<file path="src/rtl/spi_pkg.sv">
// Shared definitions for the SPI transfer controller.
//   state_t      : controller FSM states
//   DIV_MIN      : smallest legal SCLK divisor
//   cfg_t        : divider configuration word {div[7:0], load}
//   sanitize_div : coerces a requested divisor to a legal even value
package spi_pkg;

  typedef enum logic [2:0] {
    ST_CONFIG,
    ST_IDLE,
    ST_SETUP,
    ST_RUN,
    ST_HOLD
  } state_t;

  localparam logic [7:0] DIV_MIN = 8'd2;

  typedef struct packed {
    logic [7:0] div;
    logic       load;
  } cfg_t;

  // 0/1 become the minimum; odd values round down to even.
  function automatic logic [7:0] sanitize_div(input logic [7:0] d);
    if (d < DIV_MIN) return DIV_MIN;
    return {d[7:1], 1'b0};
  endfunction

endpackage

</file>
<file path="src/rtl/clock_divider.sv">
// Burst SCLK generator.
//   i_clk, i_rst_n : system clock, synchronous active-low reset
//   i_config       : {div[7:0], load}; load=1 while o_ready latches div
//   i_start_n      : low while o_ready starts an 8-period burst
//   o_clk          : generated clock, idles 0, low phase first
//   o_ready        : high when idle; low while configuring or bursting
// div must be even and >= 2; each phase lasts div/2 cycles.
module clock_divider (
  input  logic       i_clk,
  input  logic       i_rst_n,
  input  logic [8:0] i_config,
  input  logic       i_start_n,
  output logic       o_clk,
  output logic       o_ready
);

  logic [7:0] div_r;
  logic [7:0] cnt;
  logic [4:0] edges;
  logic       running;

  // cnt steps down by 2 from div so a phase lasts div/2 cycles
  always_ff @(posedge i_clk) begin
    if (!i_rst_n) begin
      div_r   <= 8'd2;
      cnt     <= '0;
      edges   <= '0;
      running <= 1'b0;
      o_clk   <= 1'b0;
      o_ready <= 1'b1;
    end else if (running) begin
      if (cnt == 8'd2) begin
        o_clk <= ~o_clk;
        cnt   <= div_r;
        edges <= edges - 5'd1;
        if (edges == 5'd1) begin
          running <= 1'b0;
          o_ready <= 1'b1;
        end
      end else begin
        cnt <= cnt - 8'd2;
      end
    end else if (o_ready && i_config[0]) begin
      div_r   <= i_config[8:1];
      o_ready <= 1'b0;
    end else if (o_ready && !i_start_n) begin
      running <= 1'b1;
      o_ready <= 1'b0;
      cnt     <= div_r;
      edges   <= 5'd16;
    end else begin
      o_ready <= 1'b1;
    end
  end

endmodule

</file>
<file path="src/rtl/spi_xfer_ctrl.sv">
// SPI mode-0 byte master sequencing one clock_divider.
//   i_clk, i_rst_n          : system clock, synchronous active-low reset
//   i_div, i_div_load       : pending SCLK divisor update (any state)
//   i_tx_data/valid/last    : transmit byte request; last releases CS after it
//   o_tx_ready              : byte accepted when high with i_tx_valid
//   o_rx_data, o_rx_valid   : received byte, 1-cycle valid pulse
//   o_busy                  : high outside IDLE
//   o_sclk, o_mosi, i_miso, o_cs_n : SPI pins
module spi_xfer_ctrl
  import spi_pkg::*;
#(
  parameter logic [7:0] DEFAULT_DIV = 8'd4
) (
  input  logic       i_clk,
  input  logic       i_rst_n,
  input  logic [7:0] i_div,
  input  logic       i_div_load,
  input  logic [7:0] i_tx_data,
  input  logic       i_tx_valid,
  input  logic       i_tx_last,
  output logic       o_tx_ready,
  output logic [7:0] o_rx_data,
  output logic       o_rx_valid,
  output logic       o_busy,
  output logic       o_sclk,
  output logic       o_mosi,
  input  logic       i_miso,
  output logic       o_cs_n
);

  state_t     state, state_nxt;
  cfg_t       cfg;
  logic       start_n;
  logic       div_clk;
  logic       div_ready;
  logic [7:0] pend_div;
  logic [7:0] div_act;
  logic [7:0] cnt;
  logic [7:0] tx_sh;
  logic [7:0] rx_sh;
  logic [2:0] bit_cnt;
  logic       dirty;
  logic       cfg_sent;
  logic       last_r;
  logic       sclk_q;
  logic       rise;
  logic       fall;
  logic       accept;
  logic       tx_ready;
  logic       cfg_done;

  clock_divider u_div (
    .i_clk    (i_clk),
    .i_rst_n  (i_rst_n),
    .i_config (cfg),
    .i_start_n(start_n),
    .o_clk    (div_clk),
    .o_ready  (div_ready)
  );

  assign o_sclk     = div_clk;
  assign o_tx_ready = tx_ready;
  assign rise       = div_clk & ~sclk_q;
  assign fall       = ~div_clk & sclk_q;
  // A divisor load in the same cycle wins over the byte request.
  assign accept     = tx_ready & i_tx_valid & ~i_div_load;
  assign cfg_done   = (state == ST_CONFIG) && cfg_sent && div_ready;

  always_ff @(posedge i_clk) begin
    if (!i_rst_n) state <= ST_CONFIG;
    else          state <= state_nxt;
  end

  always_comb begin
    state_nxt = state;
    case (state)
      ST_CONFIG: if (cfg_sent && div_ready) state_nxt = ST_IDLE;
      ST_IDLE: begin
        if (dirty)       state_nxt = ST_CONFIG;
        else if (accept) state_nxt = ST_SETUP;
      end
      ST_SETUP:  if (cnt == '0 && !div_ready) state_nxt = ST_RUN;
      ST_RUN:    if (div_ready) state_nxt = last_r ? ST_HOLD : ST_IDLE;
      ST_HOLD:   if (cnt == 8'd2) state_nxt = ST_IDLE;
      default:   state_nxt = ST_CONFIG;
    endcase
  end

  always_comb begin
    o_busy   = (state != ST_IDLE);
    tx_ready = (state == ST_IDLE) && !dirty;
    start_n  = !((state == ST_SETUP) && (cnt == '0));
    cfg      = '0;
    if (state == ST_CONFIG && !cfg_sent) begin
      cfg.div  = pend_div;
      cfg.load = 1'b1;
    end
  end

  always_ff @(posedge i_clk) begin
    if (!i_rst_n) begin
      pend_div   <= DEFAULT_DIV;
      div_act    <= DEFAULT_DIV;
      dirty      <= 1'b1;
      cfg_sent   <= 1'b0;
      cnt        <= '0;
      tx_sh      <= '0;
      rx_sh      <= '0;
      bit_cnt    <= '0;
      last_r     <= 1'b0;
      sclk_q     <= 1'b0;
      o_rx_data  <= '0;
      o_rx_valid <= 1'b0;
      o_mosi     <= 1'b0;
      o_cs_n     <= 1'b1;
    end else begin
      sclk_q     <= div_clk;
      o_rx_valid <= 1'b0;

      if (i_div_load) pend_div <= sanitize_div(i_div);

      // A load landing mid-configuration keeps dirty set so the newer
      // divisor gets its own CONFIG pass.
      if (i_div_load)    dirty <= 1'b1;
      else if (cfg_done) dirty <= (pend_div != div_act);

      case (state)
        ST_CONFIG: begin
          if (!cfg_sent && div_ready) div_act <= pend_div;
          if (!div_ready)             cfg_sent <= 1'b1;
          if (cfg_done)               cfg_sent <= 1'b0;
        end
        ST_IDLE: begin
          if (accept) begin
            tx_sh   <= i_tx_data;
            last_r  <= i_tx_last;
            o_cs_n  <= 1'b0;
            o_mosi  <= i_tx_data[7];
            cnt     <= div_act;
            bit_cnt <= '0;
          end
        end
        ST_SETUP: begin
          if (cnt != '0) cnt <= cnt - 8'd2;
        end
        ST_RUN: begin
          if (rise) rx_sh <= {rx_sh[6:0], i_miso};
          // The eighth falling edge ends the burst; MOSI keeps bit 0.
          if (fall && bit_cnt != 3'd7) begin
            tx_sh   <= {tx_sh[6:0], 1'b0};
            o_mosi  <= tx_sh[6];
            bit_cnt <= bit_cnt + 3'd1;
          end
          if (div_ready) begin
            o_rx_data  <= rx_sh;
            o_rx_valid <= 1'b1;
            cnt        <= div_act;
          end
        end
        ST_HOLD: begin
          if (cnt == 8'd2) o_cs_n <= 1'b1;
          else             cnt <= cnt - 8'd2;
        end
        default: ;
      endcase
    end
  end

endmodule

</file>
<file path="config.mk">
export PLATFORM = sky130hd
export DESIGN_NAME = spi_xfer_ctrl
export DESIGN_NICKNAME = d
export VERILOG_FILES = /design/src/rtl/spi_pkg.sv /design/src/rtl/clock_divider.sv /design/src/rtl/spi_xfer_ctrl.sv
export SDC_FILE = /design/constraint.sdc
export NUM_CORES = 1
export LEC_CHECK = 0
export ABC_AREA = 1
export BUFFER_PORTS_ARGS = -buffer_cell sky130_fd_sc_hd__clkbuf_2
export CORE_MARGIN = 2
export CORE_UTILIZATION = 53
export DETAILED_ROUTE_END_ITERATION = 12
export GPL_TIMING_DRIVEN = 0
export PLACE_DENSITY_LB_ADDON = 0.2
export SYNTH_ARGS = -nofsm -noshare
export SYNTH_HDL_FRONTEND = slang
export SYNTH_SLANG_ARGS = --single-unit
</file>
<file path="constraint.sdc">
create_clock -name i_clk -period 1.4 [get_ports i_clk]
set_clock_uncertainty 0.1 [all_clocks]
set_input_delay 0.07 -clock i_clk [delete_from_list [all_inputs] [get_ports i_clk]]
set_output_delay 0.07 -clock i_clk [all_outputs]
set_load 0.05 [all_outputs]
</file>
==> results of run 1 <==
## per-stage QoR
stage | hold slack [ps] | TNS [ps]
global placement | 202 | -8880
floorplan | 96.3 | -378
detailed placement | 209 | -10080
CTS | 3.40 | -3790
global route | 23.6 | -10590
finish | 0.901 | -6270
## logic make-up (layout without fill, tap and decap cells)
kind of cell,count (synthesis),after routing,synth area share
buffers and inverters,71,167,0.0783
flip-flops,79,79,0.411
XOR/XNOR,15,15,0.0341
AO/OA/AOI/OAI,96,96,0.129
AND/OR/NAND/NOR,287,289,0.329
adder cells (fa/ha/maj),6,6,0.0195
## area by class of cell
| type | count | area share |
|---|---|---|
| well taps | 99 | 0.0234 |
| multi-input cells | 406 | 0.443 |
| repair buffers | 80 | 0.121 |
| clock inverters | 6 | 0.0135 |
| flip-flops and latches | 79 | 0.305 |
| plain buffers | 17 | 0.0224 |
| inverters | 54 | 0.0435 |
| clock buffers | 10 | 0.0281 |
## report_power, final
group	internal [mW]	switching, mW	total [mW]
Clock	0.956	0.921	1.88
Combinational	2.83	3.92	6.75
Sequential	2.84	0.534	3.37
## timing repair
action                                  4_1_cts  5_1_grt
endpoints found under the hold margin        19        0
endpoints found under the setup margin       67       68
hold buffers                                 17        0
setup buffers                                24        4
cloned                                        3        1
pin swaps                                    27       17
resized for setup                            91       47
## Yosys cell counts (all sizes together)
| library cell | instances | area share |
|---|---|---|
| nand2 | 128 | 0.13 |
| nor2 | 101 | 0.11 |
| dfxtp | 79 | 0.41 |
| inv | 52 | 0.051 |
| o21ai | 51 | 0.068 |
| a21oi | 43 | 0.057 |
| nand3 | 41 | 0.055 |
| clkbuf | 10 | 0.0097 |
| xnor2 | 10 | 0.023 |
| nand4 | 9 | 0.016 |
| buf | 7 | 0.015 |
| ha | 6 | 0.019 |
| xor2 | 5 | 0.011 |
| or2 | 4 | 0.0071 |
| nor3 | 3 | 0.0068 |
| clkinv | 2 | 0.0032 |
| a21o | 1 | 0.0019 |
| nor4 | 1 | 0.0016 |
| o211ai | 1 | 0.0019 |
## worst max path at each step
stage	startpoint	endpoint	slack (ps)
5_1_grt	state[1]	tx_sh[6]	-240
2_1_floorplan	state[1]	u_div.div_r[5]	-70
6_report	state[1]	tx_sh[6]	-180
3_3_place_gp	cnt[3]	u_div.cnt[7]	-270
3_5_place_dp	cnt[2]	u_div.cnt[1]	-300
4_1_cts	state[0]	u_div.div_r[6]	-130
## layer usage
metal	global-route usage	part of all wire
met5	0	0
met4	0.132	0.031
met3	0.0388	0.047
met2	0.451	0.50
met1	0.313	0.42
## worst max-delay path, stage by stage (launching register included)
cell	delay, ps
sky130_fd_sc_hd__dfxtp_4	410
sky130_fd_sc_hd__nand2_1	130
sky130_fd_sc_hd__nor2_4	160
sky130_fd_sc_hd__buf_6	130
sky130_fd_sc_hd__nand3_2	70
sky130_fd_sc_hd__nand2_2	90
sky130_fd_sc_hd__nand2_4	80
sky130_fd_sc_hd__buf_6	140
sky130_fd_sc_hd__o21ai_1	110
sky130_fd_sc_hd__nor2_1	60
## state kept, by name (all words and copies together) (netlist names), 5 cells and up
name,flops
rx_sh,8
div_act,7
u_div.cnt,7
o_rx_data,8
u_div.div_r,7
tx_sh,7
cnt,7
u_div.edges,5
pend_div,7
==> PnR_summary.wiki, run 1 <==
{| class="wikitable"
! Metric !! Value
|-
| Setup violators final || 65
|-
| Synthesized area per cell || between 6 and 7 µm²
|-
| Leading cell type in the layout, fill and taps excluded || sky130_fd_sc_hd__nand2_1
|-
| TritonCTS clock tree || built
|-
| Share of layout cells above drive strength 1 || 0.328
|-
| Number of cells produced by synthesis || 554
|-
| Initial Util || 0.540
|-
| Max-Cap Viols || 0
|-
| Required time at the endpoint of the critical path || approximately 1600 ps
|-
| Classification of the worst setup path || reg -> reg
|-
| Floorplan Core Area || 0.00714 mm²
|-
| Post-place setup slack || -303 ps
|-
| Routed Wire Length || 10300 µm
|-
| Number of cell instances on the worst register-to-register path || 9
|-
| Filler cell count in the final layout || 524
|-
| Violations in the final reports || negative setup slack
|-
| Worst vdd rail ir drop || about 990 µV
|-
| End point of the most critical hold path || tx_sh[5]
|-
| Instance count along the most critical hold path || 5
|-
| Die boundary height || just under 90 µm
|-
| Routed len/inst || 13.7 µm
|-
| Library cells used by synthesis || 36
|-
| Clock sink count || 79
|-
| Number of global-route vias before repair || 3575
|-
| Reg2Reg Launch Point || state[1]
|-
| Violation count after the first detailed-routing iteration || about 180
|-
| Power density of the placed cells || 2270 mW/mm²
|-
| Final net count || 675
|-
| Area used by multi-input combinational logic || 0.00235 mm²
|-
| Number of hold violations in the final report || 0
|-
| Placed cells || 686
|-
| Input/output buffers || 33
|-
| Die area || 0.00797 mm²
|-
| Maximum number of pins on one net before global-route repair || 16
|-
| Number of cells in the finished layout apart from fillers || 751
|-
| Unrepaired setup endpoints after global routing || yes
|-
| Max Buffers Root-to-Sink || 2
|-
| Gp weighted congestion || 0.819
|-
| Seq. cell area || roughly 0.0016 mm²
|-
| Worst slew margin relative to its limit || 0.600
|-
| Start point of the worst hold path || i_tx_data[5]
|-
| Part of the Yosys area used for sequential elements || 0.411
|-
| Least-Margin Pin Slew || 600 ps
|-
| Mapped Nets || 582
|-
| Latest clock arrival within the worst-skew pair || 350 ps
|-
| Clk root buf || sky130_fd_sc_hd__clkbuf_8
|-
| Antenna Diode Count || 0
|-
| Util after Layout || 0.742
|-
| Overall via count from detail_route || 3994
|-
| Arrival time of the worst setup path || 1740 ps
|-
| Warnings from Yosys || 0
|-
| Dpl cell area || 0.00422 mm²
|-
| Chip Width || slightly below 90 µm
|-
| Outcome || finished with violations
|-
| Gr usage total || 0.260
|-
| Total design power || 12.0 mW
|-
| Congestion Overflow GR || 0
|-
| Count of state elements after synthesis || 79
|-
| Final slew viol count || 0
|-
| Maximum clock frequency || around 630 MHz
|-
| First-pass GRT wire length || 15900 µm
|-
| Clock-pin slew on the worst setup and hold paths || 90 ps
|-
| Vias per std cell || 5.32
|-
| Kind of launch point of the worst setup path || flop
|-
| Setup ws final || -182 ps
|-
| Type of destination of the critical path || flop
|-
| Initial antenna violation count || 0
|-
| Largest fanout on the critical path || 5
|-
| Highest-count cells in the layout ignoring fill and taps || sky130_fd_sc_hd__nand2_1, sky130_fd_sc_hd__nor2_1, sky130_fd_sc_hd__dfxtp_1
|-
| Number of iterations in the first detailed-routing pass || 5
|-
| Remaining number of nets flagged by the antenna check after routing || 0
|-
| Htree depth || 3
|-
| Placed wire-length estimate || 6200 µm
|-
| Setup slack on the worst flop-to-flop path || -180 ps
|-
| Cts bufs inserted || 9
|-
| Tcrit/Tclk final || 1.13
|-
| DRC || 0
|-
| Final std cell area, no fill || 0.00530 mm²
|-
| Hold Path Class || in -> reg
|-
| Layout Area Growth over Synthesis || 37.5%
|-
| Top-level port count || 36
|-
| Leakage power summed over all cells || 2.31 nW
|-
| Row count || 31
|-
| Fin crit period || 1580 ps
|-
| Synthesized cell area || 0.00385 mm²
|-
| Worst reg2reg endpoint || tx_sh[6]
|}
Power figures use the tool's default switching activity.
==> run 2, diff against run 1 <==
--- a/config.mk
+++ b/config.mk
@@ -8,7 +8,7 @@
 export ABC_AREA = 1
 export BUFFER_PORTS_ARGS = -buffer_cell sky130_fd_sc_hd__clkbuf_2
 export CORE_MARGIN = 2
-export CORE_UTILIZATION = 53
+export CORE_UTILIZATION = 59
 export DETAILED_ROUTE_END_ITERATION = 12
 export GPL_TIMING_DRIVEN = 0
 export PLACE_DENSITY_LB_ADDON = 0.2
==> constraint.sdc (replaced) <==
create_clock -name i_clk -period 1.7 [get_ports i_clk]
set_clock_uncertainty 0.1 [all_clocks]
set_input_delay 0.085 -clock i_clk [delete_from_list [all_inputs] [get_ports i_clk]]
set_output_delay 0.085 -clock i_clk [all_outputs]
set_load 0.05 [all_outputs]
==> run 2 against run 1 <==
The flow now finishes without violations. Die area decreased by 9.7%. Critical endpoint is now bit_cnt[1]. Clock power shrank 18%. Sequential power shrank 20%. Cell count down 6.9%. First-iteration DRC count is 9.7% higher. Hold slack better by 24 ps. Largest power group unchanged. Count of clock-buffer cells in the layout down 1.
==> PnR_summary.wiki, run 2 (synthesis results as in run 1) <==
{| class="wikitable"
! Metric !! Value
|-
| Outcome || finished clean
|-
| Worst reg2reg endpoint || bit_cnt[1]
|-
| Leakage power summed over all cells || 2.10 nW (-9.2%)
|-
| Die boundary height || 84.8 µm (-5.0%)
|-
| Routed Wire Length || 9160 µm (-11%)
|-
| Fin crit period || 1640 ps (+56.5 ps)
|-
| Cts bufs inserted || 9 (unchanged)
|-
| Worst slew margin relative to its limit || 0.607 (+0.00705)
|-
| Unrepaired setup endpoints after global routing || yes
|-
| Most utilized layer in the global route result || met2
|-
| Number of hold violations in the final report || 0 (unchanged)
|-
| Clk root buf || sky130_fd_sc_hd__clkbuf_8
|-
| Worst vdd rail ir drop || 1290 µV (+30%)
|-
| Worst hold slack || 24.9 ps (+24.0 ps)
|-
| Destination of the critical timing path || bit_cnt[1]
|-
| Global-route met3 utilization || 0.0600 (+0.0212)
|-
| Die area || 0.00719 mm² (-9.7%)
|-
| Maximum number of pins on one net before global-route repair || 18 (+2)
|-
| Max Buffers Root-to-Sink || 2 (unchanged)
|-
| Share of layout cells above drive strength 1 || 0.167 (-0.161)
|-
| Maximum clock frequency || 610 MHz (-3.4%)
|-
| Overall via count from detail_route || 3745 (-6.2%)
|-
| Row count || 29 (-6.5%)
|-
| Sum of negative setup slack || 0 ps (+6270 ps)
|-
| Top-level port count || 36 (unchanged)
|-
| Reg2Reg Launch Point || bit_cnt[0]
|-
| Floorplan Core Area || 0.00635 mm² (-11%)
|-
| Final slew viol count || 0 (unchanged)
|-
| Number of iterations in the first detailed-routing pass || 5 (unchanged)
|-
| Remaining number of nets flagged by the antenna check after routing || 0 (unchanged)
|-
| Kind of launch point of the worst setup path || flop
|-
| Cells along the critical path || ha_1 > ha_2 > nor2_2 > nand3_2 > nand2_2 > nand2_4 > clkinv_4 > nand3_1 > a21oi_1
|-
| Placed wire-length estimate || 6240 µm (+0.67%)
|-
| Least-Margin Pin Slew || 589 ps (-10.6 ps)
|-
| Number of global-route vias before repair || 3584 (+0.25%)
|-
| Worst setup startpoint || bit_cnt[0]
|-
| Largest fanout on the critical path || 10 (+5)
|-
| Hold Path Class || in -> reg
|-
| Cell at the slowest stage of the critical path || sky130_fd_sc_hd__dfxtp_2
|-
| Vias per std cell || 5.36 (+0.74%)
|-
| Tcrit/Tclk final || 0.964 (-0.166)
|-
| Routed len/inst || 13.1 µm (-4.2%)
|-
| Clock sink count || 79 (unchanged)
|-
| Required time at the endpoint of the critical path || 1890 ps (+340 ps)
|-
| Final net count || 645 (-4.4%)
|-
| Layout Area Growth over Synthesis || 19.7%
|-
| Antenna Diode Count || 0 (unchanged)
|-
| Met1 Usage GRT || 0.325 (+0.0115)
|-
| Gr usage total || 0.266 (+0.00532)
|-
| Longest individual stage delay on the worst path || 350 ps (-60 ps)
|-
| Util after Layout || 0.727 (-0.0156)
|-
| Arrival time of the worst setup path || 1830 ps (+90 ps)
|-
| TritonCTS clock tree || built
|-
| Classification of the worst setup path || reg -> reg
|-
| Biggest registers after layout || o_rx_data: 8 flops, rx_sh: 8 flops
|-
| Type of destination of the critical path || flop
|-
| Number of cell instances on the worst register-to-register path || 9 (unchanged)
|-
| Congestion Overflow GR || 0 (unchanged)
|-
| Violation count after the first detailed-routing iteration || 192 (+9.7%)
|-
| Global routing met2 resource utilization || 0.471 (+0.0198)
|-
| Chip Width || 84.8 µm (-5.0%)
|-
| Input/output buffers || 33 (unchanged)
|-
| Initial antenna violation count || 0 (unchanged)
|-
| Initial Util || 0.607 (+0.0669)
|-
| Htree depth || 3 (unchanged)
|-
| Clock-pin slew on the worst setup and hold paths || 100 ps (about the same)
|-
| Highest-count cells in the layout ignoring fill and taps || sky130_fd_sc_hd__nand2_1, sky130_fd_sc_hd__nor2_1, sky130_fd_sc_hd__dfxtp_1
|-
| DRC || 0 (unchanged)
|-
| Setup slack on the worst flop-to-flop path || 60 ps (+240 ps)
|-
| Latest clock arrival within the worst-skew pair || 370 ps (+20 ps)
|-
| Gp weighted congestion || 0.852 (+4.0%)
|-
| First-pass GRT wire length || 15500 µm (-2.5%)
|-
| Setup violators final || 0 (-100%)
|-
| Max-Cap Viols || 0 (unchanged)
|-
| Power density of the placed cells || 1760 mW/mm² (-22%)
|-
| Leading cell type in the layout, fill and taps excluded || sky130_fd_sc_hd__nand2_1
|}
==> run 2: worst min-delay path by stage <==
stage | slack (ps) | depth (start not counted) | endpoint | from
after floorplan | 110 | 2 | pend_div[2] | i_div[2]
after global placement | 210 | 3 | rx_sh[0] | i_miso
after detailed placement | 230 | 3 | rx_sh[0] | i_miso
after CTS | 10 | 3 | pend_div[2] | i_div_load
after global routing | 70 | 5 | last_r | i_tx_valid
final | 20 | 3 | pend_div[2] | i_div_load
==> run 2: cell type report <==
class | instances | area (µm²)
Fill cell | 515 | 1740
Tap cell | 77 | 96.3
Clock inverter | 7 | 97.6
Timing Repair Buffer | 52 | 368
Inverter | 54 | 208
Multi-Input combinational cell | 404 | 2030
Clock buffer | 9 | 124
Sequential cell | 79 | 1590
Buffer | 17 | 103
==> run 2: power by group <==
group	switching, mW	leakage [nW]	internal, mW
Clock	0.817	0.113	0.732
Sequential	0.377	0.646	2.30
Combinational	2.45	1.34	1.46
Total	3.65	2.10	4.49
==> run 2: what timing repair did <==
action / CTS / global route
pin swaps: 1 / 3
gates cloned: 0 / 1
buffers inserted: 1 / 0
gates resized for setup: 0 / 27
hold endpoints to repair: 19 / 0
setup endpoints to repair: 4 / 48
hold buffers: 17 / 0
==> run 2: critical path, delay by kind of cell, from the launching register on <==
| kind | cells | cell delay, ps |
|---|---|---|
| AND/OR/NAND/NOR | 5 | 460 |
| adder cells (fa/ha/maj) | 2 | 390 |
| flip-flops | 1 | 350 |
| AO/OA/AOI/OAI | 1 | 160 |
| buffers and inverters | 1 | 100 |
==> run 2: metrics by stage <==
stage / area, µm² / worst slack, ps / power, mW / instances
2_1_floorplan: 3860 / 81.4 / 5.63 / 554
3_5_place_dp: 4120 / -28.6 / 6.33 / 664
5_1_grt: 4610 / -24.2 / 8.83 / 699
6_report: 4610 / 61.3 / 8.14 / 699
3_3_place_gp: 4120 / 22.3 / 6.21 / 664
4_1_cts: 4520 / 37.5 / 7.91 / 698
==> run 2: routing by layer <==
metal / up-vias / share of wire
met5: - / 0
met4: 0 / 0.016
met3: 16 / 0.036
met2: 89 / 0.50
met1: 1734 / 0.45
li1: 1906 / -
